[config.mk]
export PLATFORM = sky130hd
export DESIGN_NAME = fetch_controller_flat
export DESIGN_NICKNAME = d
export VERILOG_FILES = /design/src/rtl/fetch_controller_pkg.sv /design/src/rtl/fetch_controller_if.sv /design/src/rtl/fetch_controller.sv /design/src/flat_wrapper.sv
export SDC_FILE = /design/constraint.sdc
export NUM_CORES = 1
export LEC_CHECK = 0
export CAP_MARGIN = 25
export CELL_PAD_IN_SITES_DETAIL_PLACEMENT = 1
export CELL_PAD_IN_SITES_GLOBAL_PLACEMENT = 1
export CORE_ASPECT_RATIO = 1.5
export CORE_MARGIN = 3
export CORE_UTILIZATION = 25
export DETAILED_ROUTE_END_ITERATION = 7
export PLACE_DENSITY = 0.7
export SETUP_SLACK_MARGIN = 0.3
export SLEW_MARGIN = 40
export SYNTH_ARGS = -nofsm -noshare
export SYNTH_HDL_FRONTEND = slang
export SYNTH_SLANG_ARGS = --single-unit
[constraint.sdc]
create_clock -name clk -period 5.3 [get_ports clk]
set_input_delay 1.06 -clock clk [delete_from_list [all_inputs] [get_ports clk]]
set_output_delay 1.06 -clock clk [all_outputs]
set_load 0.03 [all_outputs]
[src/rtl/fetch_controller_pkg.sv]
// Shared fetch-stage types and constants.
// FSM encodings, instruction size, default reset PC and address helpers.
package mips_fetch_pkg;

  typedef enum logic [1:0] {
    BOOT  = 2'd0,
    RUN   = 2'd1,
    HALT  = 2'd2,
    FAULT = 2'd3
  } state_t;

  localparam int unsigned INSTR_BYTES = 4;

  localparam logic [31:0] DEFAULT_RESET_PC = 32'h0000_0000;

  // Word index presented to the instruction memory.
  function automatic logic [31:0] word_idx(input logic [31:0] pc);
    return {2'b00, pc[31:2]};
  endfunction

  // Byte address is not on a 32-bit instruction boundary.
  function automatic logic misaligned(input logic [31:0] addr);
    return |addr[1:0];
  endfunction

endpackage

[src/rtl/fetch_controller_if.sv]
// Instruction memory port: word-indexed address out, data back.
// master = fetch controller, slave = instruction memory.
interface fetch_controller_if;

  logic [31:0] imem_addr;
  logic [31:0] imem_data;

  modport master (
    output imem_addr,
    input  imem_data
  );

  modport slave (
    input  imem_addr,
    output imem_data
  );

endinterface

[src/rtl/fetch_controller.sv]
// Fetch controller: owns the PC, drives instruction memory, feeds IF/ID.
// Ports: clk/reset, imem (master), stall/redirect/halt in, IF/ID, fault, count, state out.
module fetch_controller
  import mips_fetch_pkg::*;
#(
  parameter int          MEM_SIZE = 32,
  parameter logic [31:0] RESET_PC = DEFAULT_RESET_PC
) (
  input  logic                      clk,
  input  logic                      reset,
  fetch_controller_if.master        imem,
  input  logic                      stall,
  input  logic                      redirect_valid,
  input  logic [31:0]               redirect_pc,
  input  logic                      halt_req,
  output logic                      if_valid,
  output logic [31:0]               if_instr,
  output logic [31:0]               if_pc,
  output logic [31:0]               if_pc_plus4,
  output logic                      fault,
  output logic [31:0]               fault_pc,
  output logic [31:0]               fetch_count,
  output logic [1:0]                state
);

  localparam logic [31:0] MEM_WORDS = 32'(MEM_SIZE);
  localparam logic [31:0] STEP      = 32'(INSTR_BYTES);

  state_t      state_q, state_d;
  logic [31:0] pc_q, pc_d;
  logic        valid_q, valid_d;
  logic [31:0] instr_q, instr_d;
  logic [31:0] ifpc_q, ifpc_d;
  logic [31:0] ifpc4_q, ifpc4_d;
  logic        fault_q, fault_d;
  logic [31:0] fpc_q, fpc_d;
  logic [31:0] cnt_q, cnt_d;

  logic        out_of_range;
  logic [31:0] pc_next;
  logic [31:0] cnt_inc;

  assign out_of_range = word_idx(pc_q) >= MEM_WORDS;
  assign pc_next      = pc_q + STEP;
  assign cnt_inc      = (cnt_q == '1) ? cnt_q : cnt_q + 32'd1;

  always_ff @(posedge clk) begin
    if (reset) begin
      state_q <= BOOT;
      pc_q    <= RESET_PC;
      valid_q <= 1'b0;
      instr_q <= '0;
      ifpc_q  <= '0;
      ifpc4_q <= '0;
      fault_q <= 1'b0;
      fpc_q   <= '0;
      cnt_q   <= '0;
    end else begin
      state_q <= state_d;
      pc_q    <= pc_d;
      valid_q <= valid_d;
      instr_q <= instr_d;
      ifpc_q  <= ifpc_d;
      ifpc4_q <= ifpc4_d;
      fault_q <= fault_d;
      fpc_q   <= fpc_d;
      cnt_q   <= cnt_d;
    end
  end

  always_comb begin
    state_d = state_q;
    pc_d    = pc_q;
    valid_d = valid_q;
    instr_d = instr_q;
    ifpc_d  = ifpc_q;
    ifpc4_d = ifpc4_q;
    fault_d = fault_q;
    fpc_d   = fpc_q;
    cnt_d   = cnt_q;

    unique case (state_q)
      BOOT: begin
        state_d = RUN;
        valid_d = 1'b0;
      end

      RUN: begin
        // Redirect beats both the range check and stall.
        if (halt_req) begin
          state_d = HALT;
          valid_d = 1'b0;
        end else if (redirect_valid) begin
          valid_d = 1'b0;
          if (misaligned(redirect_pc)) begin
            state_d = FAULT;
            fault_d = 1'b1;
            fpc_d   = redirect_pc;
          end else begin
            pc_d = redirect_pc;
          end
        end else if (out_of_range) begin
          state_d = FAULT;
          fault_d = 1'b1;
          fpc_d   = pc_q;
          valid_d = 1'b0;
        end else if (!stall) begin
          instr_d = imem.imem_data;
          ifpc_d  = pc_q;
          ifpc4_d = pc_next;
          valid_d = 1'b1;
          pc_d    = pc_next;
          cnt_d   = cnt_inc;
        end
      end

      HALT, FAULT: begin
        // Terminal until reset.
      end

      default: begin
        state_d = BOOT;
      end
    endcase
  end

  assign imem.imem_addr = word_idx(pc_q);

  assign if_valid    = valid_q;
  assign if_instr    = instr_q;
  assign if_pc       = ifpc_q;
  assign if_pc_plus4 = ifpc4_q;
  assign fault       = fault_q;
  assign fault_pc    = fpc_q;
  assign fetch_count = cnt_q;
  assign state       = state_q;

endmodule

[src/flat_wrapper.sv]
// flat-port wrapper written by rule: the top's interface ports become plain ports
module fetch_controller_flat import mips_fetch_pkg::*;
#(
  parameter int          MEM_SIZE = 32,
  parameter logic [31:0] RESET_PC = DEFAULT_RESET_PC
)
  (clk, reset, stall, redirect_valid, redirect_pc, halt_req, if_valid, if_instr, if_pc, if_pc_plus4, fault, fault_pc, fetch_count, state, imem_imem_addr, imem_imem_data);
  fetch_controller_if imem_i ();
  input  logic clk;
  input  logic reset;
  input  logic stall;
  input  logic redirect_valid;
  input  logic [31:0] redirect_pc;
  input  logic halt_req;
  output logic if_valid;
  output logic [31:0] if_instr;
  output logic [31:0] if_pc;
  output logic [31:0] if_pc_plus4;
  output logic fault;
  output logic [31:0] fault_pc;
  output logic [31:0] fetch_count;
  output logic [1:0] state;
  output wire logic [$bits(imem_i.imem_addr)-1:0] imem_imem_addr;
  input wire logic [$bits(imem_i.imem_data)-1:0] imem_imem_data;
  assign imem_imem_addr = imem_i.imem_addr;
  assign imem_i.imem_data = imem_imem_data;
  fetch_controller #(.MEM_SIZE(MEM_SIZE), .RESET_PC(RESET_PC)) u_core (.clk(clk), .reset(reset), .imem(imem_i), .stall(stall), .redirect_valid(redirect_valid), .redirect_pc(redirect_pc), .halt_req(halt_req), .if_valid(if_valid), .if_instr(if_instr), .if_pc(if_pc), .if_pc_plus4(if_pc_plus4), .fault(fault), .fault_pc(fault_pc), .fetch_count(fetch_count), .state(state));
endmodule
==> results.md, run 1 <==
* Final Skew at about 10 ps
* Slew HR at 0.506
* DR WL/cell at about 18 microns
* Maximum root-to-sink buffer count at 2
* Chip height at 218 microns
* Die width at around 150 microns
* DRC at 0
* Clk pin slew, worst setup/hold paths at 70 ps
* Pwr Density at about 290 nW/um^2
* Max Fclk at just under 300 MHz
* Commonest cells in the netlist: 194 x dfxtp_1, 131 x nand2_1, 102 x a21oi_1
* Drt via density at about 4.8
* Max Cap Viol at 0
* Outcome: complete, no violations
* Vias in the first global route at between 7,000 and 8,000
* HP Start: u_core.if_instr[22]
* CTS root buf: clkbuf_16
* Crit-path slowest cell: or4b_4
* CTS tree: built
* Critical Path RT at about 5700 ps
* M1 GR Usage at 0.183
* Share of the synthesized area in the top cell type at 0.518
* First DRT Iteration DRCs at between 200 and 250
* Die area at around 32,000 sq um
* Row count at between 70 and 80
* Dominant cells by area after synthesis: dfxtp_1 52%, a21oi_1 6.8%, nand2_1 6.6%
* HP Class: flip-flop to flip-flop
* Primary FF master, synth: dfxtp_1
* Remaining Overflow, GRT at 0
* Comb pwr share at 0.112
* Total negative slack at 0 ps
* Top cell type by total area after synthesis: dfxtp_1
* CP arrival at ~3800 ps
* Drt first pass iters at 4
* Worst setup margin at 1880 ps
* Crit Path Category: primary input to flip-flop
* Worst-Margin Slew at roughly 740 ps
* Port buffer count at roughly 260
* Hold_buf cts at 0
* Detail Placement HPWL at just under 20 mm
* Final core utilization at 0.375
* Clock Latency Late Sink at between 400 and 500 ps
* Max VDD drop at 0.229 mV
* Pint at about 2.4 mW
* Startpoint Class: primary input
* Routed WL at 26.7 mm
* Hold path depth at 2
* Final period util at 0.645
* Hold_ws at 452 ps
* Non-Filler Instances at ~1,500
* CP Capture Type: flip-flop
* Clock net sink count at slightly below 200
* Min Clock Period, post-route at around 3400 ps
* Worst stage delay on the critical path at ~560 ps
* Total power draw at roughly 3.2 mW
* Post-Syn Instances at approximately 860
* Layout Nets at between 1,000 and 1,500
* Layout cells sized above 1 at 0.0499
* Clock power share at 0.418
* Syn avg cell area at about 8.7 sq um
* Antenna Violating Nets Remaining at 0
* CTS buffer count at 17
* Core area at between 20,000 and 30,000 sq um
* Post-Syn Area at about 7500 sq um
* Reg power frac at 0.470
* Initial cell density of the core at 0.254
* Most frequent cell after synthesis: dfxtp_1
* Reg2Reg Depth at 5
* Ys Warns at 0
* Post-DP Area at about 10,000 sq um
* Cell mode on critical path: or4_1
* Vias at approximately 7,100
* Hold Violations, Final at 0
* R2R setup slack at 2420 ps
* Setup violators final at 0
* RR Startpoint: u_core.pc_q[25]
* Synth unique cells at 43
* Overall Global Routing Usage at 0.163
* Fraction of registers with async set/reset at 0
* Largest net degree at the start of global routing at between 60 and 70
* Sw power at between 0.8 and 0.9 mW
* Post-synthesis sequential area ratio at 0.518
* Routing usage on met3 at 0.0427
* #FFs+latches synth at a little under 200
* Design area at 11,100 sq um
* CP max FO at 12
* CP Cell Sequence: clkdlybuf4s50_1 > or4b_4 > or4_1 > or3_4 > or4_1 > a21oi_1
* First-pass GRT wire length at 41.4 mm
* Post-synth EDFFs at 0
* Max Slew Vio Count at 0
* Static Leak at approximately 3.7 nW
* GR Util met2 at 0.292
* Initial antenna violation count at 2
* I/O pin cnt at 265
* Dpl cells at around 1,500
* R2R Path End: u_core.fetch_count[21]
* Synth-to-layout area growth at 47.9%
* RePlAce Congestion at roughly 0.76
* Hold EP: u_core.if_instr[22]
* Post_cts resized at 0
* Placement Setup Slack at 1430 ps
* Setup Fix Bufs, Post-CTS at 0
* Maximum level of the CTS H-tree at 4
* Top Usage Layer GRT: met2
* Sw Share at 0.258
* RSZ-0062 raised after global routing: no
[power groups by stage]
stage                     Combinational (mW)  Clock, mW  Sequential [mW]
final                                  0.361       1.35             1.51
after global routing                   0.390       1.46             1.52
after CTS                              0.367       1.40             1.51
after detailed placement               0.366          0             1.55
after global placement                 0.359          0             1.55
after floorplan                        0.131          0             1.60
[flip-flops by register name (all words and copies together), names as in the netlist]
| name | cells |
|---|---|
| u_core.pc_q | 32 |
| u_core.if_instr | 32 |
| u_core.fault | 1 |
| u_core.fetch_count | 32 |
| u_core.if_valid | 1 |
| u_core.state | 2 |
| u_core.fault_pc | 32 |
| u_core.if_pc_plus4 | 32 |
| u_core.if_pc | 30 |
[cell type report]
cell class | instances | area, sq um
Antenna cell | 2 | 5.00
Clock buffer | 19 | 443
Clock inverter | 12 | 158
Fill cell | 3451 | 18500
Inverter | 5 | 18.8
Multi-Input combinational cell | 597 | 3380
Sequential cell | 194 | 3880
Tap cell | 395 | 494
Timing Repair Buffer | 275 | 2720
[how the worst max path moves through the flow]
stage          startpoint                     end  slack (ps)  cells past startpoint
3_3_place_gp     halt_req  u_core.fetch_count[25]        1500                      6
5_1_grt          halt_req  u_core.fetch_count[26]        1750                      7
6_report         halt_req  u_core.fetch_count[21]        1880                      6
3_5_place_dp     halt_req  u_core.fetch_count[21]        1430                      6
2_1_floorplan    halt_req  u_core.fetch_count[25]        2040                      6
4_1_cts          halt_req  u_core.fetch_count[21]        1910                      6
[kinds of logic (layout without fill, tap and decap cells)]
logic type               count (synthesis)  count (layout)  share of synthesized area
buffers and inverters                   72             311                     0.0392
other                                    1               4                   0.000500
AND/OR/NAND/NOR                        358             358                      0.235
flip-flops                             194             194                      0.518
XOR/XNOR                                 5               5                    0.00584
adder cells (fa/ha/maj)                  3               3                    0.00500
multiplexers                            30              30                     0.0400
AO/OA/AOI/OAI                          199             199                      0.157
[per-layer routing]
layer	part of all wire	up-vias	wire length [microns]
met5	0	-	0
met4	0.027	0	719
met3	0.052	32	1390
met2	0.52	169	13900
met1	0.40	3469	10600
li1	-	3471	-
[critical path, delay by kind of cell]
| kind | cells | cell delay [ps] |
|---|---|---|
| AOI/OAI and AO/OA | 1 | 140 |
| buffers and inverters | 1 | 490 |
| and+or+nand+nor | 4 | 2090 |
[cell usage in the layout, fill, tap and decap left out, drive strengths merged, types with 2 or more instances in the layout]
master	n
a211o	2
a211oi	33
a21oi	102
a311oi	6
a31oi	3
and2	54
and3	6
and4	5
buf	15
bufinv	3
clkbuf	19
clkdlybuf4s50	260
clkinv	5
clkinvlp	3
conb	2
dfxtp	194
diode	2
ha	3
inv	6
mux2i	30
nand2	131
nand3	43
nand4	12
nor2	53
nor3	4
nor3b	3
nor4	5
o21ai	31
o31ai	14
o41ai	2
or3	28
or4	12
xnor2	3
xor2	2
Power figures use the tool's default switching activity.
==> inputs of run 2 (changes only) <==
- clock period: 5.3 -> 3.2 ns (I/O delays scaled with it)
==> run 2 against run 1 <==
Compared with the run above:
- register-to-register slack lost 2000 ps
- hold slack hardly changed
- setup slack worse by 1500 ps
- flip-flop and latch count is the same
- critical path depth did not move
- sequential share of layout area down 0.33 points
- via count barely moved
- sequential power rose by 66%
- clock skew is 2.9 ps lower
- global-route usage grew 0.14 points
- utilization is 0.36 points higher
- critical path type unchanged
- critical endpoint is now u_core.fetch_count[25]
==> results.md, run 2 (same netlist as run 1, synthesis figures left out) <==
* Max VDD drop at 0.400 mV (was 0.229 mV)
* Vias at 7,146 (was 7,141)
* CP Capture Type: flip-flop (unchanged)
* Critical Path RT at 3580 ps (was 5670 ps)
* Crit Path Category: primary input to flip-flop (unchanged)
* Startpoint Class: primary input (unchanged)
* First DRT Iteration DRCs at 231 (was 241)
* Largest net degree at the start of global routing at 66 (unchanged)
* Maximum level of the CTS H-tree at 4 (unchanged)
* Layout cells sized above 1 at 0.0653 (was 0.0499)
* Row count at 77 (unchanged)
* CTS root buf: clkbuf_16 (unchanged)
* CTS buffer count at 17 (unchanged)
* Chip height at 218 microns (unchanged)
* RSZ-0062 raised after global routing: no (unchanged)
* Slew HR at 0.594 (was 0.506)
* Maximum root-to-sink buffer count at 2 (unchanged)
* Drt via density at 4.72 (was 4.76)
* HP Class: flip-flop to flip-flop (unchanged)
* Core area at 29,600 sq um (unchanged)
* Crit-path slowest cell: or4b_4 (unchanged)
* First-pass GRT wire length at 41.6 mm (was 41.4 mm)
* Worst-Margin Slew at 609 ps (was 741 ps)
* CP arrival at 3200 ps (was 3790 ps)
* Hold_buf cts at 0 (unchanged)
* Clock Latency Late Sink at 450 ps (about the same)
* Pwr Density at 465 nW/um^2 (was 290 nW/um^2)
* Total negative slack at 0 ps (unchanged)
* Antenna Violating Nets Remaining at 0 (unchanged)
* Worst stage delay on the critical path at 560 ps (about the same)
* Layout Nets at 1,177 (was 1,162)
* Port buffer count at 262 (unchanged)
* Min Clock Period, post-route at roughly 2800 ps
* RePlAce Congestion at 0.748 (was 0.758)
* Die width at 147 microns (unchanged)
* DRC at 0 (unchanged)
* Synth-to-layout area growth at 49.3% (was 47.9%)
* CTS tree: built (unchanged)
* Post-DP Area at 10,600 sq um (was 10,500 sq um)
* Static Leak at 3.75 nW (was 3.67 nW)
* Hold Violations, Final at 0 (unchanged)
* Initial cell density of the core at 0.254 (unchanged)
* Outcome: complete, no violations (unchanged)
* I/O pin cnt at 265 (unchanged)
* Final core utilization at 0.379 (was 0.375)
* Drt first pass iters at 4 (unchanged)
* Detail Placement HPWL at 19.3 mm (about the same)
* Clk pin slew, worst setup/hold paths at 80 ps (was 70 ps)
* Die area at 32,200 sq um (unchanged)
* Vias in the first global route at 7,301 (was 7,339)
* Hold path depth at 2 (unchanged)
* Final Skew at 7.52 ps (was 10.4 ps)
* DR WL/cell at 17.7 microns (was 17.8 microns)
* Commonest non-fill, non-tap cells in the layout: 260 x clkdlybuf4s50_1, 194 x dfxtp_1, 131 x nand2_1, 101 x a21oi_1, 54 x and2_1 (was 260 x clkdlybuf4s50_1, 194 x dfxtp_1, 131 x nand2_1, 102 x a21oi_1, 54 x and2_1)
* Design area at 11,200 sq um (was 11,100 sq um)
* Initial antenna violation count at 1 (was 2)
* Reg2Reg Depth at 5 (unchanged)
* Final period util at 0.882
* Clock net sink count at 194 (unchanged)
* Max Slew Vio Count at 0 (unchanged)
* Remaining Overflow, GRT at 0 (unchanged)
* Commonest non-fill, non-tap cell in the layout: clkdlybuf4s50_1 (unchanged)
* Max Cap Viol at 0 (unchanged)
* Hold_ws at 453 ps (was 452 ps)
* Max Fclk at 354 MHz
* Routed WL at 26.8 mm (was 26.7 mm)
* Overall Global Routing Usage at 0.164 (was 0.163)
* Total power draw at 5.21 mW (was 3.22 mW)
* CP max FO at 6 (was 12)
* Setup violators final at 0 (unchanged)
* CP Cell Sequence: clkdlybuf4s50_1 > or4b_4 > or4_4 > or3_4 > or4_1 > a21oi_2 (was clkdlybuf4s50_1 > or4b_4 > or4_1 > or3_4 > or4_1 > a21oi_1)
[run 2: cell count changes in the layout (fill, tap and decap cells not counted), moves of 2 or more]
| cell | delta |
|---|---|
| clkinvlp_4 | -3 |
| buf_12 | +3 |
| inv_6 | +4 |
| buf_4 | +12 |
| inv_8 | +2 |
| bufinv_16 | -3 |
[run 2: layout make-up]
| type | instances | area (sq um) |
|---|---|---|
| tap | 395 | 494 |
| clock inverter | 14 | 116 |
| inverter | 5 | 18.8 |
| antenna | 1 | 2.50 |
| multi-input combinational | 597 | 3380 |
| fill | 3430 | 18400 |
| sequential | 194 | 3880 |
| clock buffer | 18 | 439 |
| timing repair buffer | 290 | 2870 |
[run 2: worst paths after layout]
path / startpoint / end / slack (ps)
min reg2reg: u_core.if_instr[23] / u_core.if_instr[23] / 450
min: u_core.if_instr[23] / u_core.if_instr[23] / 450
max: halt_req / u_core.fetch_count[25] / 380
max reg2reg: u_core.pc_q[25] / u_core.fetch_count[25] / 440
[run 2: routing by layer]
layer  global-route usage  wire length, microns  vias up
met3               0.0384                  1200       32
li1                     -                     -     3494
met4               0.0684                   713        2
met2                0.300                 14200      161
met5                    0                     9        -
met1                0.183                 10700     3457
[run 2: timing repair]
action                                  4_1_cts  5_1_grt
setup buffers                                 0        0
endpoints found under the setup margin        0        5
gates resized for setup                       0        2
[run 2: worst max-delay path, delay by kind of cell]
family | cells | cell delay (ps)
and+or+nand+nor | 4 | 1970
AOI/OAI and AO/OA | 1 | 160
buffers and inverters | 1 | 440
[run 2: through the flow]
stage,instances,setup slack [ps]
after floorplan,863,357
after global placement,1481,-83.1
after detailed placement,1481,-152
after CTS,1513,318
after global routing,1513,293
final,1514,377
[run 2: power by group]
part / leakage (nW) / switching, mW / internal, mW
Sequential: 1.57 / 0.0342 / 2.47
Clock: 0.280 / 1.05 / 1.04
Combinational: 1.90 / 0.364 / 0.262
==> inputs of run 3 (changes only) <==
==> constraint.sdc (replaced) <==
create_clock -name clk -period 3.2 [get_ports clk]
set_input_delay 0.64 -clock clk [delete_from_list [all_inputs] [get_ports clk]]
set_output_delay 0.64 -clock clk [all_outputs]
set_load 0.01 [all_outputs]
==> run 3 against run 2 <==
Compared with the run above:
- utilization increased by 0.080 points
- largest power group unchanged
- routed wire length increased by 0.33%
- die area unchanged
==> results.md, run 3 (same netlist as run 1, synthesis figures left out) <==
* Detail Placement HPWL at 19.4 mm (was 19.3 mm)
* Layout cells sized above 1 at 0.0636 (was 0.0653)
* CTS root buf: clkbuf_16 (unchanged)
* Initial cell density of the core at 0.254 (unchanged)
* Critical Path RT at 3580 ps (about the same)
* Slew HR at 0.598 (was 0.594)
* Clock Latency Late Sink at 450 ps (about the same)
* Clk pin slew, worst setup/hold paths at 70 ps (was 80 ps)
* Outcome: complete, no violations (unchanged)
* DRC at 0 (unchanged)
* Dpl cells at 1,480 (was 1,481)
* Max Cap Viol at 0 (unchanged)
* Commonest non-fill, non-tap cell in the layout: clkdlybuf4s50_1 (unchanged)
* Diode count at 0 (was 1)
* Remaining Overflow, GRT at 0 (unchanged)
* Drt via density at 4.74 (was 4.72)
* Maximum level of the CTS H-tree at 4 (unchanged)
* Startpoint Class: primary input (unchanged)
* First-pass GRT wire length at 41.7 mm (was 41.6 mm)
* Routed WL at 26.9 mm (was 26.8 mm)
* CTS buffer count at 17 (unchanged)
* Vias in the first global route at 7,297 (was 7,301)
* Row count at 77 (unchanged)
* Largest net degree at the start of global routing at 66 (unchanged)
* R2R setup slack at 430 ps (was 440 ps)
* Setup Fix Bufs, Post-CTS at 0 (unchanged)
* Port buffer count at 262 (unchanged)
* Pwr Density at 466 nW/um^2 (was 465 nW/um^2)
* Worst-Margin Slew at 604 ps (was 609 ps)
* Design area at 11,200 sq um (about the same)
* RSZ-0062 raised after global routing: yes (was no)
* CP arrival at 3210 ps (was 3200 ps)
* RePlAce Congestion at 0.746 (was 0.748)
* Post_cts resized at 0 (unchanged)
* Static Leak at 3.75 nW (about the same)
* Max Slew Vio Count at 0 (unchanged)
* Drt first pass iters at 4 (unchanged)
* I/O pin cnt at 265 (unchanged)
* Chip height at 218 microns (unchanged)
* CP Capture Type: flip-flop (unchanged)
* Max VDD drop at 0.409 mV (was 0.400 mV)
* Layout Nets at 1,176 (was 1,177)
* Setup violators final at 0 (unchanged)
* Die width at 147 microns (unchanged)
* First DRT Iteration DRCs at 192 (was 231)
* CP max FO at 6 (unchanged)
* CTS tree: built (unchanged)
* Core area at 29,600 sq um (unchanged)
* Antenna Violating Nets Remaining at 0 (unchanged)
* Commonest non-fill, non-tap cells in the layout: 260 x clkdlybuf4s50_1, 194 x dfxtp_1, 131 x nand2_1, 101 x a21oi_1, 54 x and2_1 (unchanged)
* Final Skew at 12.1 ps (was 7.52 ps)
* Hold_buf cts at 0 (unchanged)
* HP Class: flip-flop to flip-flop (unchanged)
* Maximum root-to-sink buffer count at 2 (unchanged)
* Overall Global Routing Usage at 0.165 (was 0.164)
* Min Clock Period, post-route at 2830 ps (was 2820 ps)
* Die area at 32,200 sq um (unchanged)
* Clock net sink count at 194 (unchanged)
* Post-DP Area at 10,600 sq um (about the same)
* Initial antenna violation count at 2 (was 1)
* Crit Path Category: primary input to flip-flop (unchanged)
* Final period util at 0.885 (was 0.882)
* Filler cell count at 3,452 (was 3,430)
* Vias at 7,167 (was 7,146)
* Max Fclk at 353 MHz (was 354 MHz)
* Non-Filler Instances at 1,512 (was 1,514)
* Hold Violations, Final at 0 (unchanged)
* Synth-to-layout area growth at 49.6% (was 49.3%)
* DR WL/cell at 17.8 microns (was 17.7 microns)
## run 3: worst paths after layout
check / start / end / cells after the start
setup / recovery: halt_req / u_core.fetch_count[25] / 6
hold / removal: u_core.if_instr[21] / u_core.if_instr[21] / 2
setup reg to reg: u_core.pc_q[25] / u_core.fetch_count[25] / 5
hold reg to reg: u_core.if_instr[21] / u_core.if_instr[21] / 2
## run 3: cell type report
cell class                 count  area [sq um]  share of cell area
clock buffer                  19           433              0.0386
clock inverter                13           150              0.0134
inverter                       5          18.8             0.00167
multi-input combinational    597          3390               0.302
sequential                   194          3880               0.346
tap                          395           494              0.0440
timing repair buffer         289          2860               0.255
## run 3: per-layer routing
metal / track usage / part of all wire / vias to the layer above
met5: 0 / 0.00074 / -
met4: 0.0609 / 0.023 / 4
met3: 0.0431 / 0.046 / 34
met2: 0.303 / 0.53 / 152
met1: 0.183 / 0.40 / 3479
li1: - / - / 3498
## run 3: critical path, cell delays in order
cell,delay (ps)
clkdlybuf4s50_1,430
or4b_4,580
or4_4,500
or3_4,370
or4_1,530
a21oi_2,160
## run 3: metrics by stage
step                      hold slack (ps)  setup slack, ps  total power, mW  TNS, ps   util
after global placement                438            -81.7             3.10     -403  0.359
after global routing                  470              301             5.46        0  0.380
after floorplan                       444              357             2.79        0      -
after CTS                             457              355             5.33        0  0.379
final                                 452              368             5.23        0  0.380
after detailed placement              443             -119             3.11     -955  0.359
## run 3: power breakdown
part / total (mW) / internal, mW / switching, mW / leakage [nW]
combinational: 0.545 / 0.262 / 0.283 / 1.90
clock: 2.19 / 1.17 / 1.02 / 0.285
sequential: 2.50 / 2.47 / 0.0338 / 1.57
total: 5.23 / 3.90 / 1.33 / 3.75
